## src/rtl/uart_pkg.sv

```systemverilog
// ---------------------------------------------------------------------------
// uart_pkg
// Shared UART receive definitions: the receiver FSM state encoding, the
// oversampling ratios (13X / 16X), the mid-bit oversample counts and the
// widths of the tick divider and oversample counters.
// ---------------------------------------------------------------------------
package uart_pkg;

  typedef enum logic [1:0] {
    IDLE  = 2'd0,
    START = 2'd1,
    DATA  = 2'd2,
    STOP  = 2'd3
  } rx_state_t;

  localparam int unsigned OSM_13 = 13;
  localparam int unsigned OSM_16 = 16;
  localparam int unsigned MID_13 = 6;
  localparam int unsigned MID_16 = 8;

  // Width of the m_clk-per-tick divider value and of the oversample counter
  localparam int unsigned DIV_W = 16;
  localparam int unsigned OSC_W = 4;

  // Last oversample count before the counter wraps (OSM-1)
  function automatic logic [OSC_W-1:0] osm_last(input logic osm16);
    return osm16 ? OSC_W'(OSM_16 - 1) : OSC_W'(OSM_13 - 1);
  endfunction

  // Oversample count that marks the middle of the start bit
  function automatic logic [OSC_W-1:0] mid_point(input logic osm16);
    return osm16 ? OSC_W'(MID_16) : OSC_W'(MID_13);
  endfunction

endpackage

```

## src/rtl/baud_tick_gen.sv

```systemverilog
// ---------------------------------------------------------------------------
// baud_tick_gen
// Free-running oversample tick divider. Counts 0..i_div-1 on every m_clk
// rising edge and strobes o_os_tick while the count equals i_div-1.
//
// Ports
//   m_clk      in   clock
//   reset_n    in   asynchronous active-low reset
//   i_div      in   m_clk cycles per oversample tick
//   i_restart  in   synchronous restart of the count from 0
//   o_os_tick  out  one-cycle oversample strobe
// ---------------------------------------------------------------------------
module baud_tick_gen
  import uart_pkg::*;
(
  input  logic             m_clk,
  input  logic             reset_n,
  input  logic [DIV_W-1:0] i_div,
  input  logic             i_restart,
  output logic             o_os_tick
);

  logic [DIV_W-1:0] r_cnt;
  logic             w_last;

  assign w_last    = (r_cnt == (i_div - 1'b1));
  assign o_os_tick = w_last;

  // Divider count; a restart realigns it to the newly latched rate
  always_ff @(posedge m_clk or negedge reset_n) begin
    if (!reset_n) begin
      r_cnt <= '0;
    end else if (i_restart || w_last) begin
      r_cnt <= '0;
    end else begin
      r_cnt <= r_cnt + 1'b1;
    end
  end

endmodule

```

## src/rtl/rx_sample_ctrl.sv

```systemverilog
// ---------------------------------------------------------------------------
// rx_sample_ctrl
// UART receive sampling controller. Synchronizes rx, generates the
// oversample tick for the selected mode, finds the start bit, and strobes
// one sample per data bit (LSB first) followed by a stop-bit check.
//
// Ports
//   m_clk       in   clock, all logic on the rising edge
//   reset_n     in   asynchronous active-low reset
//   osm_sel     in   0 = 13X, 1 = 16X oversampling
//   br          in   0 = 9600, 1 = 19200 baud
//   rx          in   asynchronous serial line, idles high
//   os_tick     out  one-cycle oversample strobe
//   sample_en   out  one-cycle strobe: sample data bit now
//   rx_bit      out  synchronized rx value, valid with sample_en
//   bit_idx     out  data bit index 0..7, valid with sample_en
//   frame_done  out  one-cycle pulse at the stop-bit sample
//   frame_err   out  valid with frame_done: stop bit sampled low
//   busy        out  high whenever a frame is in progress
// ---------------------------------------------------------------------------
module rx_sample_ctrl
  import uart_pkg::*;
#(
  parameter int unsigned DIV_13_9600  = 128,
  parameter int unsigned DIV_13_19200 = 64,
  parameter int unsigned DIV_16_9600  = 104,
  parameter int unsigned DIV_16_19200 = 52
) (
  input  logic       m_clk,
  input  logic       reset_n,
  input  logic       osm_sel,
  input  logic       br,
  input  logic       rx,
  output logic       os_tick,
  output logic       sample_en,
  output logic       rx_bit,
  output logic [2:0] bit_idx,
  output logic       frame_done,
  output logic       frame_err,
  output logic       busy
);

  logic             r_sync1;
  logic             r_sync2;
  logic             w_rx_s;

  logic [1:0]       r_cfg;
  logic [1:0]       w_cfg_in;
  logic             w_cfg_load;
  logic [DIV_W-1:0] w_div;
  logic [OSC_W-1:0] w_osm_last;
  logic [OSC_W-1:0] w_mid;

  rx_state_t        r_state;
  rx_state_t        w_state_nxt;
  logic [OSC_W-1:0] r_os_cnt;
  logic [OSC_W-1:0] w_os_cnt_nxt;
  logic [2:0]       r_bit_idx;
  logic [2:0]       w_bit_idx_nxt;
  logic             r_prev_hi;
  logic             w_os_tick;

  assign w_rx_s     = r_sync2;
  assign rx_bit     = r_sync2;
  assign bit_idx    = r_bit_idx;
  assign busy       = (r_state != IDLE);
  assign os_tick    = w_os_tick;

  assign w_cfg_in   = {osm_sel, br};
  assign w_cfg_load = (r_state == IDLE) && (w_cfg_in != r_cfg);
  assign w_osm_last = osm_last(r_cfg[1]);
  assign w_mid      = mid_point(r_cfg[1]);

  // Two-flop synchronizer; preset high so a reset never looks like a start
  always_ff @(posedge m_clk or negedge reset_n) begin
    if (!reset_n) begin
      r_sync1 <= 1'b1;
      r_sync2 <= 1'b1;
    end else begin
      r_sync1 <= rx;
      r_sync2 <= r_sync1;
    end
  end

  // Mode is only picked up between frames so a frame keeps its bit timing
  always_ff @(posedge m_clk or negedge reset_n) begin
    if (!reset_n) begin
      r_cfg <= 2'b00;
    end else if (w_cfg_load) begin
      r_cfg <= w_cfg_in;
    end
  end

  always_comb begin
    case (r_cfg)
      2'b00:   w_div = DIV_W'(DIV_13_9600);
      2'b01:   w_div = DIV_W'(DIV_13_19200);
      2'b10:   w_div = DIV_W'(DIV_16_9600);
      default: w_div = DIV_W'(DIV_16_19200);
    endcase
  end

  baud_tick_gen u_tick (
    .m_clk     (m_clk),
    .reset_n   (reset_n),
    .i_div     (w_div),
    .i_restart (w_cfg_load),
    .o_os_tick (w_os_tick)
  );

  // Remembers that the line was high during the previous IDLE cycle, so a
  // start needs a real 1->0 edge seen from IDLE, never one left over from
  // the stop bit of the previous frame
  always_ff @(posedge m_clk or negedge reset_n) begin
    if (!reset_n) begin
      r_prev_hi <= 1'b0;
    end else begin
      r_prev_hi <= (r_state == IDLE) && w_rx_s;
    end
  end

  // State, oversample counter and bit index registers
  always_ff @(posedge m_clk or negedge reset_n) begin
    if (!reset_n) begin
      r_state   <= IDLE;
      r_os_cnt  <= '0;
      r_bit_idx <= '0;
    end else begin
      r_state   <= w_state_nxt;
      r_os_cnt  <= w_os_cnt_nxt;
      r_bit_idx <= w_bit_idx_nxt;
    end
  end

  // Next-state and strobe logic. The counter is zeroed at the middle of the
  // start bit, so from then on each wrap (count == OSM-1) lands on the
  // middle of the next bit, exactly OSM ticks later.
  always_comb begin
    w_state_nxt   = r_state;
    w_os_cnt_nxt  = r_os_cnt;
    w_bit_idx_nxt = r_bit_idx;
    sample_en     = 1'b0;
    frame_done    = 1'b0;
    frame_err     = 1'b0;

    case (r_state)
      IDLE: begin
        if (r_prev_hi && !w_rx_s) begin
          w_state_nxt  = START;
          w_os_cnt_nxt = '0;
        end
      end

      START: begin
        if (w_os_tick) begin
          if (r_os_cnt == w_mid) begin
            w_os_cnt_nxt = '0;
            if (!w_rx_s) begin
              w_state_nxt   = DATA;
              w_bit_idx_nxt = 3'd0;
            end else begin
              w_state_nxt = IDLE;
            end
          end else begin
            w_os_cnt_nxt = r_os_cnt + 1'b1;
          end
        end
      end

      DATA: begin
        if (w_os_tick) begin
          if (r_os_cnt == w_osm_last) begin
            sample_en    = 1'b1;
            w_os_cnt_nxt = '0;
            if (r_bit_idx == 3'd7) begin
              w_state_nxt = STOP;
            end else begin
              w_bit_idx_nxt = r_bit_idx + 1'b1;
            end
          end else begin
            w_os_cnt_nxt = r_os_cnt + 1'b1;
          end
        end
      end

      STOP: begin
        if (w_os_tick) begin
          if (r_os_cnt == w_osm_last) begin
            frame_done    = 1'b1;
            frame_err     = ~w_rx_s;
            w_state_nxt   = IDLE;
            w_os_cnt_nxt  = '0;
            w_bit_idx_nxt = 3'd0;
          end else begin
            w_os_cnt_nxt = r_os_cnt + 1'b1;
          end
        end
      end

      default: begin
        w_state_nxt   = IDLE;
        w_os_cnt_nxt  = '0;
        w_bit_idx_nxt = 3'd0;
      end
    endcase
  end

endmodule

```

## config.mk

```make
export PLATFORM = sky130hd
export DESIGN_NAME = rx_sample_ctrl
export DESIGN_NICKNAME = d
export VERILOG_FILES = /design/src/rtl/uart_pkg.sv /design/src/rtl/baud_tick_gen.sv /design/src/rtl/rx_sample_ctrl.sv
export SDC_FILE = /design/constraint.sdc
export NUM_CORES = 1
export LEC_CHECK = 0
export CAP_MARGIN = 10
export CORE_UTILIZATION = 57
export DETAILED_ROUTE_END_ITERATION = 12
export GPL_TIMING_DRIVEN = 0
export PLACE_DENSITY = 0.79
export SLEW_MARGIN = 10
export SYNTH_ARGS = -nofsm -noshare
export SYNTH_HDL_FRONTEND = slang
export SYNTH_SLANG_ARGS = --single-unit
```

## constraint.sdc

```tcl
create_clock -name m_clk -period 2.45 [get_ports m_clk]
set_input_delay 0.6125 -clock m_clk [delete_from_list [all_inputs] [get_ports m_clk]]
set_output_delay 0.6125 -clock m_clk [all_outputs]
set_load 0.05 [all_outputs]
```

# Word level (Yosys, flattened, before mapping)
# Cells that the tools add are included.
# totals
wordCells	83
mem_count	0
rom_bits	0
ramBits	0
out_inout_bits	9
reg_bits	30
latchBits	0
in_bits	5
# classes
bitwise	1
order_cmp	0
eq_ne	21
div	0
multipliers	0
add_sub_neg	4
shifts	0
n_mux	36
n_reduce_logical	13
# ops
op	n
$mux 3	8
$mux 4	6
$pmux 8 s3	1
$mux 2	10
$add 16x1->16 const B	1
$eq 16x16->1	1
$mux 16	1
$ne 2x2->1 const B	6
$pmux 4 s3	1
$ne 2x1->1 const B	5
$pmux 3 s3	1
$reduce_and 9->1	1
$sub 8x1->9 const B	1
$eq 4x4->1	2
$pmux 2 s4	1
$reduce_and 8->1	1
$mux 1	7
$eq 2x2->1 const B	3
$add 4x1->4 const B	1
$eq 2x1->1 const B	2
$logic_not 2->1	2
$add 3x1->3 const B	1
$eq 3x3->1 const B	1
$logic_and 1x1->1	3
other kinds (8)	8

# Longest topological paths before layout
# logic_depth
depth_word	6
ltp_mapped	7

# Cells and area by module
# Synthesis repeated with hierarchy kept, for this count alone.
# unflattened
cells_unflattened	227
area_unflattened_um2	2204.6
# by_module_without_submodules
mod	area_per_inst_um2	instances	cells_each
baud_tick_gen	1357.6	1	146
rx_sample_ctrl	847.1	1	81

# Worst setup path after synthesis
# OpenSTA, ideal clock, no wires.
# synth_timing
kind	reg-to-output
start	register u_tick.r_cnt[0]
end	output port frame_err
slack_ns	-1.024
stages_incl_launch_ff	8
required_time_ns	1.837
arrival_ns	2.861
path_buffers	0
cell_sequence	dfrtp_1 -> ha_1 -> nor4bb_1 -> and4_1 -> a21bo_2 -> inv_2 -> and3_1 -> nor2b_1
# synth_via
elab_chain_len	3
# synth_rtl
element	line	rtl
from (decl)	baud_tick_gen.sv:23	logic [DIV_W-1:0] r_cnt;
from (signal assigned)	baud_tick_gen.sv:36	r_cnt <= r_cnt + 1'b1;
$eq 16x16->1	baud_tick_gen.sv:26	assign w_last = (r_cnt == (i_div - 1'b1));
net os_tick	rx_sample_ctrl.sv:34	output logic os_tick,
$mux 1	rx_sample_ctrl.sv:187	if (w_os_tick) begin
$mux 1	rx_sample_ctrl.sv:146	case (r_state)
to (decl)	rx_sample_ctrl.sv:39	output logic frame_err,
# The timed path passes the listed nets, and every way through them passes these cells.

# Worst setup path after layout
# layout_timing
start	register u_tick.r_cnt[1]
end	output port frame_err
# layout_via
elab_chain_len	3
# layout_rtl
element	line
$eq 16x16->1	baud_tick_gen.sv:26
$mux 1	rx_sample_ctrl.sv:187
$mux 1	rx_sample_ctrl.sv:146
# Every way passes these cells.

==> results by group <==
GRT
  – Tot GR Track Use: 0.283
  – Pin count of the biggest net entering global routing: 31
  – Vias in the first global route: 1465
  – Gr ovfl total: 0
  – First-pass GRT wire length: 6.59 mm
  – Initial antenna violation count: 0

Synthesis
  – FFs w/ async S/R, synth: 1.00
  – Library cells used by synthesis: 43
  – Sequential-to-total area share from yosys stat: 0.461
  – Synth Net Count: 176
  – Mean Syn Cell Area: 9.78 sq um
  – Number of synthesized flops with an enable pin: 0
  – Synth Warn #: 0
  – Ys flop type: dfrtp_1
  – Syn Std Cell Area: 1630 sq um
  – Leading area contributor after synthesis: dfrtp_1
  – Post-synth top area share: 0.429
  – Synth top area cells: dfrtp_1, xnor2_1, nor2_1
  – #FFs+latches synth: 30
  – Mapped Cells: 167

CTS
  – H-tree Lvls: 2
  – Worst-case clock buffer depth: 2
  – Num CTS Buffers: 5
  – Hold Buf Count CTS: 0
  – CTS Root Cell: clkbuf_4
  – Clk slew on worst S/H paths: 0.10 ns
  – Worst skew pair latency: 0.35 ns
  – CTS tree: yes
  – Clock Sinks: 30

Die
  – Ports: 14
  – Die X: 55.5 um
  – DIE HEIGHT: 55.5 um
  – Core area: 2730 sq um
  – Initial Util: 0.598
  – Die area: 3080 sq um
  – Cell Rows: 19

Power and ir drop
  – Max IR drop VDD: 0.923 mV
  – Cell Pwr Density: 697 nW/um^2
  – Total Power: 1.45 mW
  – Static Leak: 0.908 nW

Worst setup path
  – WP data arrival: 2.09 ns
  – Crit-path cells: ha_4, nor4bb_1, and4_1, a21bo_4, inv_8, and3_4, nor2b_4, buf_6
  – Top delay family on crit path: simple AND/OR/NAND/NOR gates
  – Crit path buf inv count: 2
  – Required @ worst endpoint: 1.84 ns
  – R2R setup slack: 0.20 ns
  – Critical Path Start Type: register
  – Worst path depth: 8
  – R2R Path End: r_os_cnt[1]$_DFFE_PN0P_
  – Reg-to-Reg Start: u_tick.r_cnt[1]$_DFF_PN0_
  – Critical Path Sink Type: primary output
  – Worst-path fanout max: 3
  – Critical path type: reg -> out
  – Critical Path Max Stage Delay: 0.40 ns
  – Worst-case reg-to-reg path depth: 8
  – Slowest-stage cell, CP: dfrtp_2

Final layout
  – Post-layout nets: 211
  – Fraction of layout cells with a size suffix above 1: 0.276
  – Leading cell types in the layout, fill and taps excluded: dfrtp_1, nor2_1, buf_4, xnor2_1
  – Area Overhead vs Synth: 27.7%
  – Commonest non-fill, non-tap cell in the layout: dfrtp_1
  – Antenna diode count: 0

Timing
  – Final Hold Vio Count: 0
  – Setup Skew: 0.0184 ns
  – Final Slew Violations: 0
  – Tcrit/Tclk final: 1.10
  – Rel. slew slack: 0.551
  – Minimum clock period: 2.70 ns
  – Hold Slack: 0.284 ns
  – RSZ-0062 raised after global routing: true
  – Final worst slack: -0.254 ns
  – Worst slew pin tran: 0.674 ns
  – F_max: 370 MHz
  – # setup viols final: 4

Detailed routing
  – DRC Markers: 0
  – Starting DRT DRC Count: 91
  – Via density: 6.11
  – Initial DRT Pass Iterations: 4
  – WL/cell: 16.5 um
  – Antenna-violating nets left: 0
  – Vias: 1429
  – WL final: 3.87 mm

Run status
  – Status: finished with violations
  – Failing checks: negative setup slack

Placed design
  – PortBufs: 13
  – Dpl ws: -0.660 ns
  – Dpl hpwl: 2.43 mm
  – GPL Wtd Cong: 0.831

Run
  – Number of max-cap violations: 0

Min path
  – Worst hold path class: in -> async
[state kept, by name (all words and copies together) (netlist names), named ones only]
| name | flops |
|---|---|
| r_prev_hi | 1 |
| u_tick.r_cnt | 16 |
| bit_idx | 3 |
| r_cfg | 2 |
| r_state | 1 |
| r_os_cnt | 4 |
| r_sync1 | 1 |
| rx_bit | 1 |
[repair_timing]
item	4_1_cts	5_1_grt
gates cloned	0	0
resized for setup	42	7
pin swaps	5	3
buffers inserted	13	3
setup endpoints to repair	5	5
[how the worst max path moves through the flow]
| stage | startpoint | end |
|---|---|---|
| finish | u_tick.r_cnt[1]$_DFF_PN0_ | frame_err |
| global route | r_cfg[1]$_DFFE_PN0P_ | frame_err |
| CTS | u_tick.r_cnt[0]$_DFF_PN0_ | frame_err |
| detailed placement | r_cfg[1]$_DFFE_PN0P_ | frame_err |
| global placement | u_tick.r_cnt[0]$_DFF_PN0_ | frame_err |
| floorplan | u_tick.r_cnt[0]$_DFF_PN0_ | frame_err |
[worst register-to-register path: cells and delay by family (launching register included)]
kind | cells | cell delay (ns)
compound gates | 2 | 0.50
fa+ha+maj | 1 | 0.14
buf+inv | 2 | 0.31
flops | 1 | 0.40
mux | 1 | 0.38
simple gates | 2 | 0.41
[final cells by class]
type / instances / area, sq um
multi-input cells: 125 / 908
flip-flops and latches: 30 / 759
fillers: 179 / 647
repair buffers: 29 / 263
clock buffers: 7 / 55.1
inverters: 9 / 41.3
well taps: 31 / 38.8
plain buffers: 2 / 16.3
clock inverters: 1 / 5.00
[routing by layer]
metal,global-route usage,vias up,part of all wire
met5,0,-,0
met4,0.164,0,0.016
met3,0.0562,8,0.051
met2,0.468,49,0.52
met1,0.344,701,0.41
li1,-,671,-
[cells by family (layout without fill, tap and decap cells)]
family          after synthesis  in the layout  share of synthesized area
compound gates               17             17                     0.0766
mux                           5              5                     0.0345
fa+ha+maj                     4              4                     0.0306
simple gates                 81             81                      0.272
flops                        30             30                      0.461
buf+inv                      12             48                     0.0291
xor+xnor                     18             18                     0.0965
[report_power, final]
part	switching, mW	internal, mW	total, mW
logic	0.201	0.240	0.441
registers	0.111	0.583	0.694
clock network	0.180	0.139	0.319
total	0.493	0.962	1.45
[stage by stage]
stage / utilization / instance area, sq um / TNS, ns / instances
after floorplan: - / 1680 / -0.134 / 167
after global placement: 0.676 / 1850 / -1.92 / 211
after detailed placement: 0.674 / 1840 / -2.04 / 211
after CTS: 0.750 / 2050 / -0.571 / 232
after global routing: 0.763 / 2090 / -0.917 / 234
final: 0.763 / 2090 / -0.637 / 234
[cell usage after synthesis (all sizes together) (2+ instances only)]
cell type  instances
dfrtp             28
nor2              24
xnor2             12
inv                9
nand2              9
nand3              9
nor3               9
xor2               6
mux2               5
nor4bb             5
and3               4
ha                 4
nor4               4
nand4              3
o21ai              3
a21oi              2
a22o               2
and2               2
buf                2
dfstp              2
nor4b              2
o211ai             2
o221ai             2
No activity file was read; power rests on OpenSTA's default activity.
